<file path="src/rtl/packet_rcv_ctrl.sv">
// Receive side of the packet link: answers the bring-up handshake and reassembles
// PKT_LENGTH beats into one word held in a single-entry valid/ready buffer.
module packet_rcv_ctrl #(
    parameter int unsigned PKT_WIDTH  = 8,
    parameter int unsigned PKT_LENGTH = 4,
    parameter int unsigned LINK_DELAY = 3,
    localparam int unsigned DATA_WIDTH = PKT_WIDTH * PKT_LENGTH
) (
    input  logic                  clk,
    input  logic                  rst_n,
    input  logic                  link_req,
    input  logic                  link_down,
    output logic                  link_ack,
    output logic [1:0]            link_state,
    output logic                  pkt_req,
    input  logic [PKT_WIDTH-1:0]  pkt,
    input  logic                  pkt_sop,
    input  logic                  pkt_eop,
    output logic                  pkt_ack,
    output logic [DATA_WIDTH-1:0] data,
    output logic                  data_valid,
    input  logic                  data_ready,
    output logic                  err_len
);

    localparam int unsigned CW = $clog2(PKT_LENGTH) + 1;
    localparam int unsigned DW = $clog2(LINK_DELAY + 1);

    typedef enum logic [1:0] {
        StInit  = 2'b00,
        StBusy  = 2'b01,
        StReady = 2'b10,
        StUp    = 2'b11
    } link_st_e;

    link_st_e        state_q, state_d;
    logic [DW-1:0]   dly_q, dly_d;
    logic            ack_q, ack_d;

    logic [CW-1:0]         cnt_q, cnt_d;
    logic [DATA_WIDTH-1:0] sr_q, sr_d;
    logic [DATA_WIDTH-1:0] data_q, data_d;
    logic                  valid_q, valid_d;
    logic                  pack_q, pack_d;
    logic                  err_q, err_d;
    logic [DATA_WIDTH-1:0] word;
    logic                  is_beat;

    // Link FSM: state register
    always_ff @(posedge clk or negedge rst_n) begin
        if (!rst_n) begin
            state_q <= StInit;
            dly_q   <= '0;
            ack_q   <= 1'b0;
        end else begin
            state_q <= state_d;
            dly_q   <= dly_d;
            ack_q   <= ack_d;
        end
    end

    // Link FSM: next state
    always_comb begin
        state_d = state_q;
        dly_d   = dly_q;
        ack_d   = 1'b0;
        if (link_down) begin
            state_d = StInit;
        end else begin
            unique case (state_q)
                StInit: begin
                    if (link_req) begin
                        state_d = StBusy;
                        dly_d   = DW'(LINK_DELAY - 1);
                    end
                end
                StBusy: begin
                    if (!link_req)        state_d = StInit;
                    else if (dly_q == '0) state_d = StReady;
                    else                  dly_d   = dly_q - 1'b1;
                end
                StReady: begin
                    if (link_req) begin
                        state_d = StUp;
                        ack_d   = 1'b1;
                    end else begin
                        state_d = StInit;
                    end
                end
                StUp: state_d = StUp;
                default: state_d = StInit;
            endcase
        end
    end

    // Link FSM: outputs
    always_comb begin
        link_state = state_q;
        link_ack   = ack_q;
        pkt_req    = (state_q == StUp) && (cnt_q == '0) && (!valid_q || data_ready);
    end

    // No beat-valid strobe exists: a beat is any UP cycle carrying sop/eop or falling
    // inside an open packet, so idle cycles between packets are not errors.
    assign is_beat = (state_q == StUp) && !link_down && (pkt_sop || pkt_eop || cnt_q != '0);

    always_comb begin
        word = sr_q;
        word[(PKT_LENGTH-1)*PKT_WIDTH +: PKT_WIDTH] = pkt;
    end

    always_comb begin
        cnt_d   = cnt_q;
        sr_d    = sr_q;
        data_d  = data_q;
        valid_d = valid_q && !data_ready;
        pack_d  = 1'b0;
        err_d   = 1'b0;
        if (link_down) begin
            cnt_d = '0;
        end else if (is_beat) begin
            if (pkt_sop && pkt_eop) begin
                err_d = 1'b1;
                cnt_d = '0;
            end else if (pkt_sop) begin
                err_d = (cnt_q != '0);
                cnt_d = CW'(1);
                sr_d[PKT_WIDTH-1:0] = pkt;
            end else if (cnt_q == '0) begin
                err_d = 1'b1;
            end else if (pkt_eop) begin
                cnt_d = '0;
                if (cnt_q != CW'(PKT_LENGTH - 1)) begin
                    err_d = 1'b1;
                end else if (valid_q && !data_ready) begin
                    err_d = 1'b1;
                end else begin
                    data_d  = word;
                    valid_d = 1'b1;
                    pack_d  = 1'b1;
                end
            end else if (cnt_q == CW'(PKT_LENGTH)) begin
                err_d = 1'b1;
                cnt_d = '0;
            end else begin
                for (int unsigned i = 1; i < PKT_LENGTH; i++) begin
                    if (cnt_q == CW'(i)) sr_d[i*PKT_WIDTH +: PKT_WIDTH] = pkt;
                end
                cnt_d = cnt_q + 1'b1;
            end
        end
    end

    always_ff @(posedge clk or negedge rst_n) begin
        if (!rst_n) begin
            cnt_q   <= '0;
            sr_q    <= '0;
            data_q  <= '0;
            valid_q <= 1'b0;
            pack_q  <= 1'b0;
            err_q   <= 1'b0;
        end else begin
            cnt_q   <= cnt_d;
            sr_q    <= sr_d;
            data_q  <= data_d;
            valid_q <= valid_d;
            pack_q  <= pack_d;
            err_q   <= err_d;
        end
    end

    assign data       = data_q;
    assign data_valid = valid_q;
    assign pkt_ack    = pack_q;
    assign err_len    = err_q;

endmodule

</file>
<file path="config.mk">
export PLATFORM = sky130hd
export DESIGN_NAME = packet_rcv_ctrl
export DESIGN_NICKNAME = d
export VERILOG_FILES = /design/src/rtl/packet_rcv_ctrl.sv
export SDC_FILE = /design/constraint.sdc
export NUM_CORES = 1
export LEC_CHECK = 0
export CORE_ASPECT_RATIO = 1.2
export CORE_UTILIZATION = 30
export CTS_CLUSTER_SIZE = 25
export DETAILED_ROUTE_END_ITERATION = 10
export MAX_ROUTING_LAYER = met4
export PLACE_DENSITY_LB_ADDON = 0.15
export RECOVER_POWER = 50
export SETUP_SLACK_MARGIN = 0.2
export SLEW_MARGIN = 25
export SYNTH_ARGS = -nofsm -noshare
export SYNTH_HDL_FRONTEND = slang
export SYNTH_SLANG_ARGS = --single-unit
</file>
<file path="constraint.sdc">
create_clock -name clk -period 4.65 [get_ports clk]
set_input_delay 0.465 -clock clk [delete_from_list [all_inputs] [get_ports clk]]
set_output_delay 0.465 -clock clk [all_outputs]
set_load 0.1 [all_outputs]
</file>
Yosys cells after proc, flatten, opt, wreduce, memory -nomap -nowiden --
Index checks and enable logic that the tools add are counted.
Word-level totals: output and inout bits 39, register bits after elaboration 67
Cells by class: add/subtract/negate cells 2, bitwise gates (word level) 8, mux-type cells 44, equal/unequal tests 13, reductions and logical operators 25
Operator list (count):
- 1-bit two-way mux | 27
- 8-bit AND reduction | 3
- 3-bit two-way mux | 7
- 2-bit two-way mux | 8
- 1-bit NOT | 8
- 2-bit case mux with 4 select lines | 1
- 1-bit logical AND | 6
- 2-bit inequality test, second input constant | 3
- 5-bit AND reduction | 1
- 2-bit equality test, second input constant | 2
- 2-bit zero test | 2
- 4-bit by 3-bit inequality test with 1-bit output, second input constant | 1
- 4-bit inequality test, second input constant | 1
- 2-bit case mux with 2 select lines | 1
- 2-bit AND reduction | 2
- 4-bit AND reduction | 1
- 2-bit nonzero test | 2
- 3-bit by 1-bit adder with 3-bit output, second input constant | 1
- 3-bit by 1-bit equality test with 1-bit output, second input constant | 1
- 3-bit by 2-bit equality test with 1-bit output, second input constant | 1
- 3-bit equality test, second input constant | 1
- 1-bit zero test | 3
- 3-bit zero test | 1
- 1-bit logical OR | 3
- 5 further kinds | 5

Longest topological paths before layout --
Gate-level depths: netlist of the first run.
depth after elaboration 10, gate-level depth with buffers 6, gate-level depth less buffers 5

Least setup slack after synthesis of the first run --
Ideal clock, no wire load.
path type flip-flop to output port, from register state_q[0] (netlist: link_state[0]), to output port pkt_req, path slack 757 ps, stages on the path, launching flop included 4, arrival time 3428 ps, path buffers 1, cell sequence dfrtp_1 > buf_2 > nand2_1 > nor3_1
On the way: cells in the longest elaborated chain, start to end 3
RTL lines:
- start, declared | RTL line 36 | link_st_e state_q, state_d;
- start signal, assigned | RTL line 52 | state_q <= StInit;
- start signal, assigned | RTL line 56 | state_q <= state_d;
- 2-bit equality test | RTL line 100 | pkt_req = (state_q == StUp) && (cnt_q == '0) && (!valid_q || data_ready);
- 1-bit logical AND (2 in a row) | RTL line 100
- end, declared | RTL line 15 | output logic pkt_req,
No other way between the ends.

Final worst setup path of the first run --
from input port link_down, to register data_q[14] (netlist: data[14])
On the way: cells in the longest elaborated chain, start to end 4
RTL lines:
- start, declared | RTL line 12 | input logic link_down,
- 1-bit zero test | RTL line 105 | assign is_beat = (state_q == StUp) && !link_down && (pkt_sop || pkt_eop || cnt_q != '0);
- 1-bit logical AND (2 in a row) | RTL line 105
- 8-bit AND reduction (no source line) *
- end signal, assigned | RTL line 165 | data_q <= data_d;
- end, declared | RTL line 42 | logic [DATA_WIDTH-1:0] data_q, data_d;
Mark *: on every way between the ends. The rest lies on a longest branch, timed or not. A chain may end at the register's enable or synchronous reset.

==> metrics.md, run 1 <==
| Metric | Value |
|---|---|
| Die Footprint | 9662 sq um |
| Slew headroom | -0.5320 |
| Vias per inst | 4.521 |
| Initial core utilization | 0.3079 |
| # diodes | 0 |
| Max capacitance violation total | 2 |
| Max Freq | 304.1 MHz |
| Initial antenna violation count | 0 |
| Placed Area | 3425 sq um |
| CP arrival | 3.51 ns |
| RSZ-0062 raised after global routing | no |
| Root Buffer | clkbuf_8 |
| Cell count after synthesis | 189 |
| Buffers added on ports | 53 |
| Setup CP Type | input pin to flip-flop |
| Setup Skew | 0.006664 ns |
| CTS clk-pin slew, worst paths | 0.07 ns |
| Clk buf depth | 2 |
| Nature of the critical path endpoint | flip-flop |
| DRT Pass-1 Iters | 4 |
| Worst VDD drop | 0.0001202 V |
| Seq cells post-synth | 67 |
| Crit-path cells | dlygate4sd3_1, nand4bb_1, nor4_4, clkbuf_1, mux2_2 |
| Register area share after synthesis | 0.6028 |
| EDFF count, synth | 0 |
| P per Cell Area | 315.7 nW/um^2 |
| TNS Setup | 0 ns |
| Post-CTS Setup Inserts | 0 |
| Final nets | 270 |
| Detail Route Antenna Nets | 0 |
| Crit-path max FO | 33 |
| Post-CTS resize count | 0 |
| DRT iter0 DRCs | 17 |
| Clk sinks | 67 |
| Drt drc | 0 |
| Hold WS | 0.5052 ns |
| Vias in the first global route | 1754 |
| Finish-stage setup viols | 0 |
| Hpwl dp | 3322 um |
| Post-synth cell types | 35 |
| Net Count, Synth | 210 |
| Buffers and inverters on the worst path | 2 |
| H-tree levels | 3 |
| Slowest CP cell | clkbuf_1 |
| Failing checks | max-capacitance violations, max-slew violations |
| Mapped Area | 2781 sq um |
| Die width | 89.90 um |
| Syn. warnings | 0 |
| Site Rows | 38 |
| CTS Buf Count | 9 |
| Pin count of the biggest net entering global routing | 44 |
| Syn Area/Cell | 14.72 sq um |
| # IOs | 54 |
| Area grow syn2layout | 29.73% |
| Gpl congestion | 0.7025 |
| Run status | finished with violations |
| Largest stage delay, worst path | 1.38 ns |
| CTS tree | built |
| Synth Flop Type | dfrtp_1 |
| Pleak | 0.001680 uW |
| Gr usage total | 0.1234 |
| Wire per inst | 13.76 um |
| Global-route wire length before repair | 8873 um |
| Critical path launch point type | input pin |
| Fraction of registers with async set/reset | 1.000 |
| Fin util | 0.3994 |
| Post-route cell area | 3608 sq um |
| Fin crit share | 0.7072 |
| Hold Crit Class | flip-flop to flip-flop |
| Fin crit period | 3.288 ns |
| Most frequent cells in the layout | 67 x dfrtp_1, 56 x mux2_2, 51 x clkdlybuf4s50_1 |
| Core area | 9034 sq um |
| CP Data Required Time | 4.87 ns |
| Share of cells above drive strength 1 | 0.3110 |
| Aggregate global routing overflow | 0 |
| Final Max Slew Viols | 78 |
| Commonest non-fill, non-tap cell in the layout | dfrtp_1 |
| Hold Buf Count CTS | 0 |
| FILL cells | 893 |
| Clk_lat worst skew | 0.34 ns |
| CP delay by family, top | buffers and inverters |
| Fin. Hold Viols | 0 |
| Die height | 107.5 um |
| Via count | 1691 |
| Final wirelength | 5145 um |
| Worst slew pin tran | 2.298 ns |
per-layer routing:
metal	vias up	share of wire	GRT usage
met5	-	0	-
met1	845	0.48	0.1560
met3	10	0.057	0.04661
met4	0	0.017	0.04839
li1	791	-	-
met2	45	0.45	0.1791
metrics by stage:
step	power (uW)	setup slack (ns)	instances
5_1_grt	1198	1.000	374
2_1_floorplan	631.5	0.7566	189
4_1_cts	1164	1.620	374
3_3_place_gp	665.2	1.828	358
3_5_place_dp	666.5	1.838	358
6_report	1139	1.362	374
cells in the mapped netlist (3+ instances only):
cell | number | area share
buf_6 | 3 | 0.012
ha_1 | 6 | 0.027
dfrtp_1 | 67 | 0.60
mux2_2 | 56 | 0.23
inv_1 | 6 | 0.0081
a21oi_1 | 5 | 0.0090
nand2_1 | 5 | 0.0067
or2_2 | 3 | 0.0067
o21ai_0 | 4 | 0.0072
nor3_1 | 3 | 0.0054
sequential cells by signal, summed over array words and instances (netlist names):
| register | count |
|---|---|
| sr_q | 24 |
| link_ack | 1 |
| dly_q | 2 |
| cnt_q | 3 |
| pkt_ack | 1 |
| data_valid | 1 |
| err_len | 1 |
| link_state | 2 |
| data | 32 |
cell type report:
type	instances	area, sq um	share of cell area
Clock buffer	10	137.6	0.03814
Tap cell	120	150.1	0.04161
Sequential cell	67	1677	0.4646
Inverter	6	22.52	0.006241
Timing Repair Buffer	55	531.8	0.1474
Multi-Input combinational cell	110	1025	0.2840
Clock inverter	6	65.06	0.01803
logic make-up (layout without fill, tap and decap cells):
group / count (synthesis) / in the layout / share of synthesized area
flip-flops: 67 / 67 / 0.6028
multiplexers: 56 / 56 / 0.2267
AND/OR/NAND/NOR: 33 / 33 / 0.08412
AO/OA/AOI/OAI: 15 / 15 / 0.03419
buffers and inverters: 12 / 77 / 0.02519
adder cells (fa/ha/maj): 6 / 6 / 0.02699
worst paths after layout:
check / from / to / slack [ns] / depth (start not counted)
max reg2reg: cnt_q[0] / data[14] / 1.44 / 6
max: link_down / data[14] / 1.36 / 5
min reg2reg: sr_q[19] / data[19] / 0.51 / 1
max in group asynchronous: rst_n / data[3] / 1.70 / 2
min in group asynchronous: rst_n / data[13] / 0.82 / 1
min: sr_q[19] / data[19] / 0.51 / 1
power breakdown:
part / leakage, uW / internal (uW) / switching, uW
logic: 0.000647 / 24.2 / 36.0
clock network: 0.000102 / 262 / 224
registers: 0.000930 / 588 / 4.84
total: 0.00168 / 874 / 265
(Power assumes the default switching activity.)
==> run 2: changes to the inputs <==
==> constraint.sdc (replaced) <==
create_clock -name clk -period 2.8 [get_ports clk]
set_input_delay 0.28 -clock clk [delete_from_list [all_inputs] [get_ports clk]]
set_output_delay 0.28 -clock clk [all_outputs]
set_load 0.1 [all_outputs]
==> run 2 against run 1 <==
- the run still ends with max-capacitance violations, max-slew violations left
- clock skew up 0.0061 ns
- critical path depth increased by 1
- highest routed layer unchanged
- sequential cell count is the same
- sequential share of layout area increased by 0.97 points
- final cell count up 0.27%
- global-route usage up 0.40 points
- clock power grew 99%
==> metrics.md, run 2 (synthesized netlist as in run 1, its figures left out) <==
| Metric | Value |
|---|---|
| Run status | finished with violations |
| Failing checks | max-capacitance violations, max-slew violations |
| Worst slew pin tran | 1.693 ns (-0.6047 ns) |
| Hold Crit Class | flip-flop to flip-flop |
| CTS clk-pin slew, worst paths | 0.07 ns (about the same) |
| CTS tree | built |
| Fin. Hold Viols | 0 (unchanged) |
| Aggregate global routing overflow | 0 (unchanged) |
| Final wirelength | 5255 um (+2.1%) |
| Share of cells above drive strength 1 | 0.3961 (+0.08505) |
| Via count | 1716 (+1.5%) |
| Pleak | 0.001701 uW (+1.3%) |
| Fin crit period | 2.046 ns |
| DRT iter0 DRCs | 44 (+27) |
| Gr usage total | 0.1274 (+0.004012) |
| Final nets | 271 (+0.37%) |
| Setup Skew | 0.01274 ns (+0.006074 ns) |
| Sequential fraction of design power | 0.480 (-0.040) |
| Root Buffer | clkbuf_8 |
| Hold WS | 0.5002 ns (-0.004993 ns) |
| Die width | 89.90 um (unchanged) |
| # diodes | 0 (unchanged) |
| DRT Pass-1 Iters | 2 (-2) |
| Fin crit share | 0.7306 |
| # IOs | 54 (unchanged) |
| Critical path launch point type | flip-flop |
| Commonest non-fill, non-tap cell in the layout | dfrtp_1 |
| RSZ-0062 raised after global routing | no |
| CTS Buf Count | 9 (unchanged) |
| Hpwl dp | 3507 um (+5.6%) |
| Combinational share of power | 0.050 (-0.003) |
| Max capacitance violation total | 1 (-1) |
| Gpl congestion | 0.7948 (+13%) |
| Net switching power | 439.3 uW (+66%) |
| Crit-path max FO | 33 (unchanged) |
| Clk_lat worst skew | 0.34 ns (about the same) |
| H-tree levels | 3 (unchanged) |
| CP Data Required Time | 3.02 ns (-1.85 ns) |
| Vias in the first global route | 1822 (+3.9%) |
| Post-CTS Setup Inserts | 0 (unchanged) |
| P per Cell Area | 580.5 nW/um^2 (+84%) |
| Max reg flops | 32 (unchanged) |
| Clock group share of total power | 0.470 (+0.043) |
| Vias per inst | 4.576 (+1.2%) |
| Global-route wire length before repair | 9108 um (+2.6%) |
| Wire per inst | 14.01 um (+1.9%) |
| Worst VDD drop | 0.0002733 V (+130%) |
| Die height | 107.5 um (unchanged) |
| Power, Total | 2052 uW (+80%) |
| CP arrival | 2.27 ns (-1.24 ns) |
| Initial antenna violation count | 0 (unchanged) |
| Pint | 1613 uW (+84%) |
| Initial core utilization | 0.3079 (unchanged) |
| Setup CP Type | flip-flop to flip-flop |
| Die Footprint | 9662 sq um (unchanged) |
| Clk sinks | 67 (unchanged) |
| Area grow syn2layout | 27.08% |
| Max Freq | 488.8 MHz |
| Buffers added on ports | 53 (unchanged) |
| Final Max Slew Viols | 30 (-62%) |
| Post-CTS resize count | 0 (unchanged) |
| Detail Route Antenna Nets | 0 (unchanged) |
| Clk buf depth | 2 (unchanged) |
| Nature of the critical path endpoint | flip-flop |
| Most frequent cells in the layout | 67 x dfrtp_1, 56 x mux2_2, 23 x clkbuf_1 |
| Core area | 9034 sq um (unchanged) |
| TNS Setup | 0 ns (unchanged) |
| Finish-stage setup viols | 0 (unchanged) |
| Net Sw Frac | 0.2141 (-0.01854) |
| Pin count of the biggest net entering global routing | 39 (-11%) |
| Site Rows | 38 (unchanged) |
| Hold Buf Count CTS | 1 (+1) |
| Drt drc | 0 (unchanged) |
| Slew headroom | -0.1288 (+0.4031) |
## run 2: cell types whose count changed in the layout (fill, tap and decap cells not counted), sizes merged
| cell | change |
|---|---|
| clkbuf | +19 |
| dlygate4sd3 | +1 |
| clkinv | -3 |
| clkdlybuf4s50 | -39 |
| bufinv | +2 |
| clkinvlp | +1 |
| buf | +20 |
## run 2: worst max-delay path: stages, from the launching register on
cell and delay (ns):
dfrtp_1 0.41, inv_1 0.08, ha_1 0.29, nor2b_1 0.21, nor4_4 0.31, buf_12 0.24
mux2_2 0.36
## run 2: power by group through the flow
| stage | clock network, uW | logic [uW] | registers [uW] |
|---|---|---|---|
| CTS | 998 | 107 | 984 |
| global route | 1050 | 117 | 985 |
| floorplan | 0 | 39.5 | 1010 |
| detailed placement | 0 | 106 | 1000 |
| finish | 965 | 103 | 984 |
| global placement | 0 | 104 | 1000 |
## run 2: final cells by class
cell class                 instances  area, sq um
tap                              120        150.1
timing repair buffer              56        397.9
clock buffer                      10        127.6
multi-input combinational        110         1046
fill                             909         5499
clock inverter                     6        113.9
inverter                           6        22.52
sequential                        67         1677
## run 2: path summary, 6_finish.rpt
kind / slack [ns] / cells past startpoint / endpoint / start
worst max-delay path: 0.75 / 6 / data[16] / cnt_q[0]
worst min-delay path: 0.50 / 1 / data[18] / sr_q[18]
worst max register to register: 0.75 / 6 / data[16] / cnt_q[0]
worst min register to register: 0.50 / 1 / data[18] / sr_q[18]
max in group asynchronous: 0.90 / 2 / link_ack / rst_n
min in group asynchronous: 0.91 / 2 / data[21] / rst_n
## run 2: layer usage
layer	wire length (um)	global-route usage	vias to the layer above
met5	0	-	-
met4	87	0.05300	0
met3	283	0.05367	9
met2	2376	0.1945	44
met1	2507	0.1484	859
li1	-	-	804
## run 2: per-stage QoR
stage | setup WS, ns | instances | util | cell area (sq um)
floorplan | 0.3325 | 189 | - | 2793
global placement | 0.5946 | 358 | 0.3723 | 3363
detailed placement | 0.5631 | 358 | 0.3723 | 3363
CTS | 0.7407 | 375 | 0.4001 | 3615
global route | 0.5060 | 375 | 0.3913 | 3535
finish | 0.7544 | 375 | 0.3913 | 3535
==> run 3: changes to the inputs <==
==> constraint.sdc (replaced) <==
create_clock -name clk -period 1.7 [get_ports clk]
set_input_delay 0.17 -clock clk [delete_from_list [all_inputs] [get_ports clk]]
set_output_delay 0.17 -clock clk [all_outputs]
set_load 0.1 [all_outputs]
==> run 3 against run 2 <==
- the run ends with negative setup slack left
- core utilization up 7.7 points
- critical path type unchanged
- clock skew is 0.0078 ns lower
- sequential power increased by 65%
- hold slack worse by 0.17 ns
- setup slack got worse by 0.98 ns
- critical endpoint is now data[26]
==> metrics.md, run 3 (synthesized netlist as in run 1, its figures left out) <==
| Metric | Value |
|---|---|
| Run status | finished with violations |
| Failing checks | negative setup slack |
| Wire per inst | 15.71 um (+12%) |
| WL met1 | 2968 um (+18%) |
| Crit-path max FO | 8 (-76%) |
| Buffers added on ports | 53 (unchanged) |
| Site Rows | 38 (unchanged) |
| Setup CP Type | flip-flop to flip-flop |
| # IOs | 54 (unchanged) |
| Aggregate global routing overflow | 0 (unchanged) |
| Slew headroom | 0.5842 (+0.7131) |
| Crit path launch | cnt_q[1] |
| R2R Path Start | cnt_q[1] |
| P per Cell Area | 791.8 nW/um^2 (+36%) |
| Drt drc | 0 (unchanged) |
| Die Footprint | 9662 sq um (unchanged) |
| Fin crit share | 1.131 (+0.4002) |
| Core area | 9034 sq um (unchanged) |
| Critical path launch point type | flip-flop |
| Final nets | 303 (+12%) |
| R2R depth | 7 (+1) |
| Fin. Hold Viols | 0 (unchanged) |
| CTS clk-pin slew, worst paths | 0.07 ns (about the same) |
| Root Buffer | clkbuf_8 |
| Die height | 107.5 um (unchanged) |
| Crit-path cells | ha_2, ha_4, nand2_4, nor4_4, buf_6, clkbuf_16, mux2_2 |
| Dpl cells | 379 (+5.9%) |
| Pleak | 0.002034 uW (+20%) |
| Gpl congestion | 0.8050 (+1.3%) |
| CP arrival | 2.15 ns (-0.12 ns) |
| Area grow syn2layout | 52.05% |
| Clk sinks | 67 (unchanged) |
| Final Max Slew Viols | 0 (-100%) |
| Worst VDD drop | 0.0004148 V (+52%) |
| DRT Pass-1 Iters | 4 (+2) |
| Die width | 89.90 um (unchanged) |
| Initial core utilization | 0.3079 (unchanged) |
| CP Data Required Time | 1.93 ns (-1.09 ns) |
| Most frequent cells in the layout | 64 x dfrtp_1, 52 x buf_4, 32 x mux2_2 |
| Setup WS post-layout | -0.2223 ns (-0.9766 ns) |
| Setup Skew | 0.004939 ns (-0.007799 ns) |
| Metal3 WL | 316 um (+12%) |
| Clk_lat worst skew | 0.34 ns (about the same) |
| Pin count of the biggest net entering global routing | 38 (-2.6%) |
| # diodes | 0 (unchanged) |
| Vias in the first global route | 1914 (+5.0%) |
| Clk buf depth | 2 (unchanged) |
| Commonest non-fill, non-tap cell in the layout | dfrtp_1 |
| Global-route wire length before repair | 9749 um (+7.0%) |
| Crit path to | data[26] |
| Hold Crit Class | input pin to async pin |
| Vias per inst | 4.565 (-0.24%) |
| Gr usage total | 0.1347 (+0.007304) |
| Share of cells above drive strength 1 | 0.6028 (+0.2067) |
| Power, Total | 3349 uW (+63%) |
| Worst slew pin tran | 0.6236 ns (-1.070 ns) |
| Detail Route Antenna Nets | 0 (unchanged) |
| Max capacitance violation total | 0 (-1) |
| Finish-stage setup viols | 33 (+33) |
| CTS tree | built |
| Via count | 1858 (+8.3%) |
| Largest stage delay, worst path | 0.42 ns (about the same) |
| Hold WS | 0.3280 ns (-0.1723 ns) |
| Fin util | 0.4681 (+0.07687) |
| Flop-to-flop setup slack | -0.22 ns (-0.98 ns) |
| H-tree levels | 3 (unchanged) |
| Non-Filler Instances | 407 (+8.5%) |
| RSZ-0062 raised after global routing | yes |
| Max Freq | 520.2 MHz (+6.4%) |
| DRT iter0 DRCs | 40 (-9.1%) |
| Nature of the critical path endpoint | flip-flop |
| CTS Buf Count | 9 (unchanged) |
| Final wirelength | 6395 um (+22%) |
| Fin crit period | 1.922 ns (-0.1234 ns) |
| Initial antenna violation count | 0 (unchanged) |
| Slowest CP cell | dfrtp_1 |
| Met2 Routed Length | 3058 um (+29%) |
| Worst slack at placement | -0.2615 ns (-0.8246 ns) |
| R2r endpoint | data[26] |
| Max reg flops | 32 (unchanged) |
| Highest metal used | met4 |
| Hpwl dp | 3929 um (+12%) |
[run 3: changes by cell type in the layout (fill, tap and decap cells not counted), sizes merged]
cell,delta
clkinvlp,-1
clkdlybuf4s50,+1
clkbuf,-14
buf,+48
dlygate4sd3,-1
bufinv,-1
[run 3: how the worst min path moves through the flow]
stage | from | end | slack, ns | cells past startpoint
2_1_floorplan | rst_n | cnt_q[0] | -0.13 | 0
3_3_place_gp | rst_n | pkt_ack | 0.07 | 1
3_5_place_dp | rst_n | pkt_ack | 0.06 | 1
4_1_cts | rst_n | pkt_ack | 0.23 | 2
5_1_grt | rst_n | pkt_ack | 0.38 | 2
6_report | rst_n | data[6] | 0.33 | 2
[run 3: through the flow]
step,TNS [ns],area [sq um]
6_report,-6.491,4229
5_1_grt,-8.736,4229
4_1_cts,-6.429,3979
3_5_place_dp,-10.12,3689
3_3_place_gp,-9.196,3689
2_1_floorplan,-6.224,2885
[run 3: layout make-up]
class                      count  area, sq um
multi-input combinational    110         1294
fill                         837         4805
inverter                       6        22.52
clock buffer                  12        155.1
clock inverter                 4        72.57
tap                          120        150.1
sequential                    67         1685
timing repair buffer          88        849.6
[run 3: routing by layer]
metal  GRT usage  vias to the layer above
met4     0.04839                        0
li1            -                      869
met1      0.1689                      940
met5           -                        -
met3     0.04944                        5
met2      0.2005                       44
[run 3: critical path, delay by kind of cell (launching register included)]
kind          cells  cell delay (ns)
buf+inv           2             0.35
flops             1             0.42
simple gates      2             0.34
mux               1             0.33
fa+ha+maj         2             0.37
[run 3: repair_timing]
action / CTS / global route
buffers inserted: 2 / 6
endpoints found under the hold margin: 67 / 0
gates cloned: 0 / 3
endpoints found under the setup margin: 64 / 63
hold buffers: 1 / 0
gates resized for setup: 10 / 38
pin swaps: 2 / 15
[run 3: power breakdown]
group / switching (uW) / total (uW) / internal, uW
Clock: 606 / 1510 / 904
Combinational: 121 / 218 / 97.4
Sequential: 10.6 / 1620 / 1610
Total: 737 / 3350 / 2610
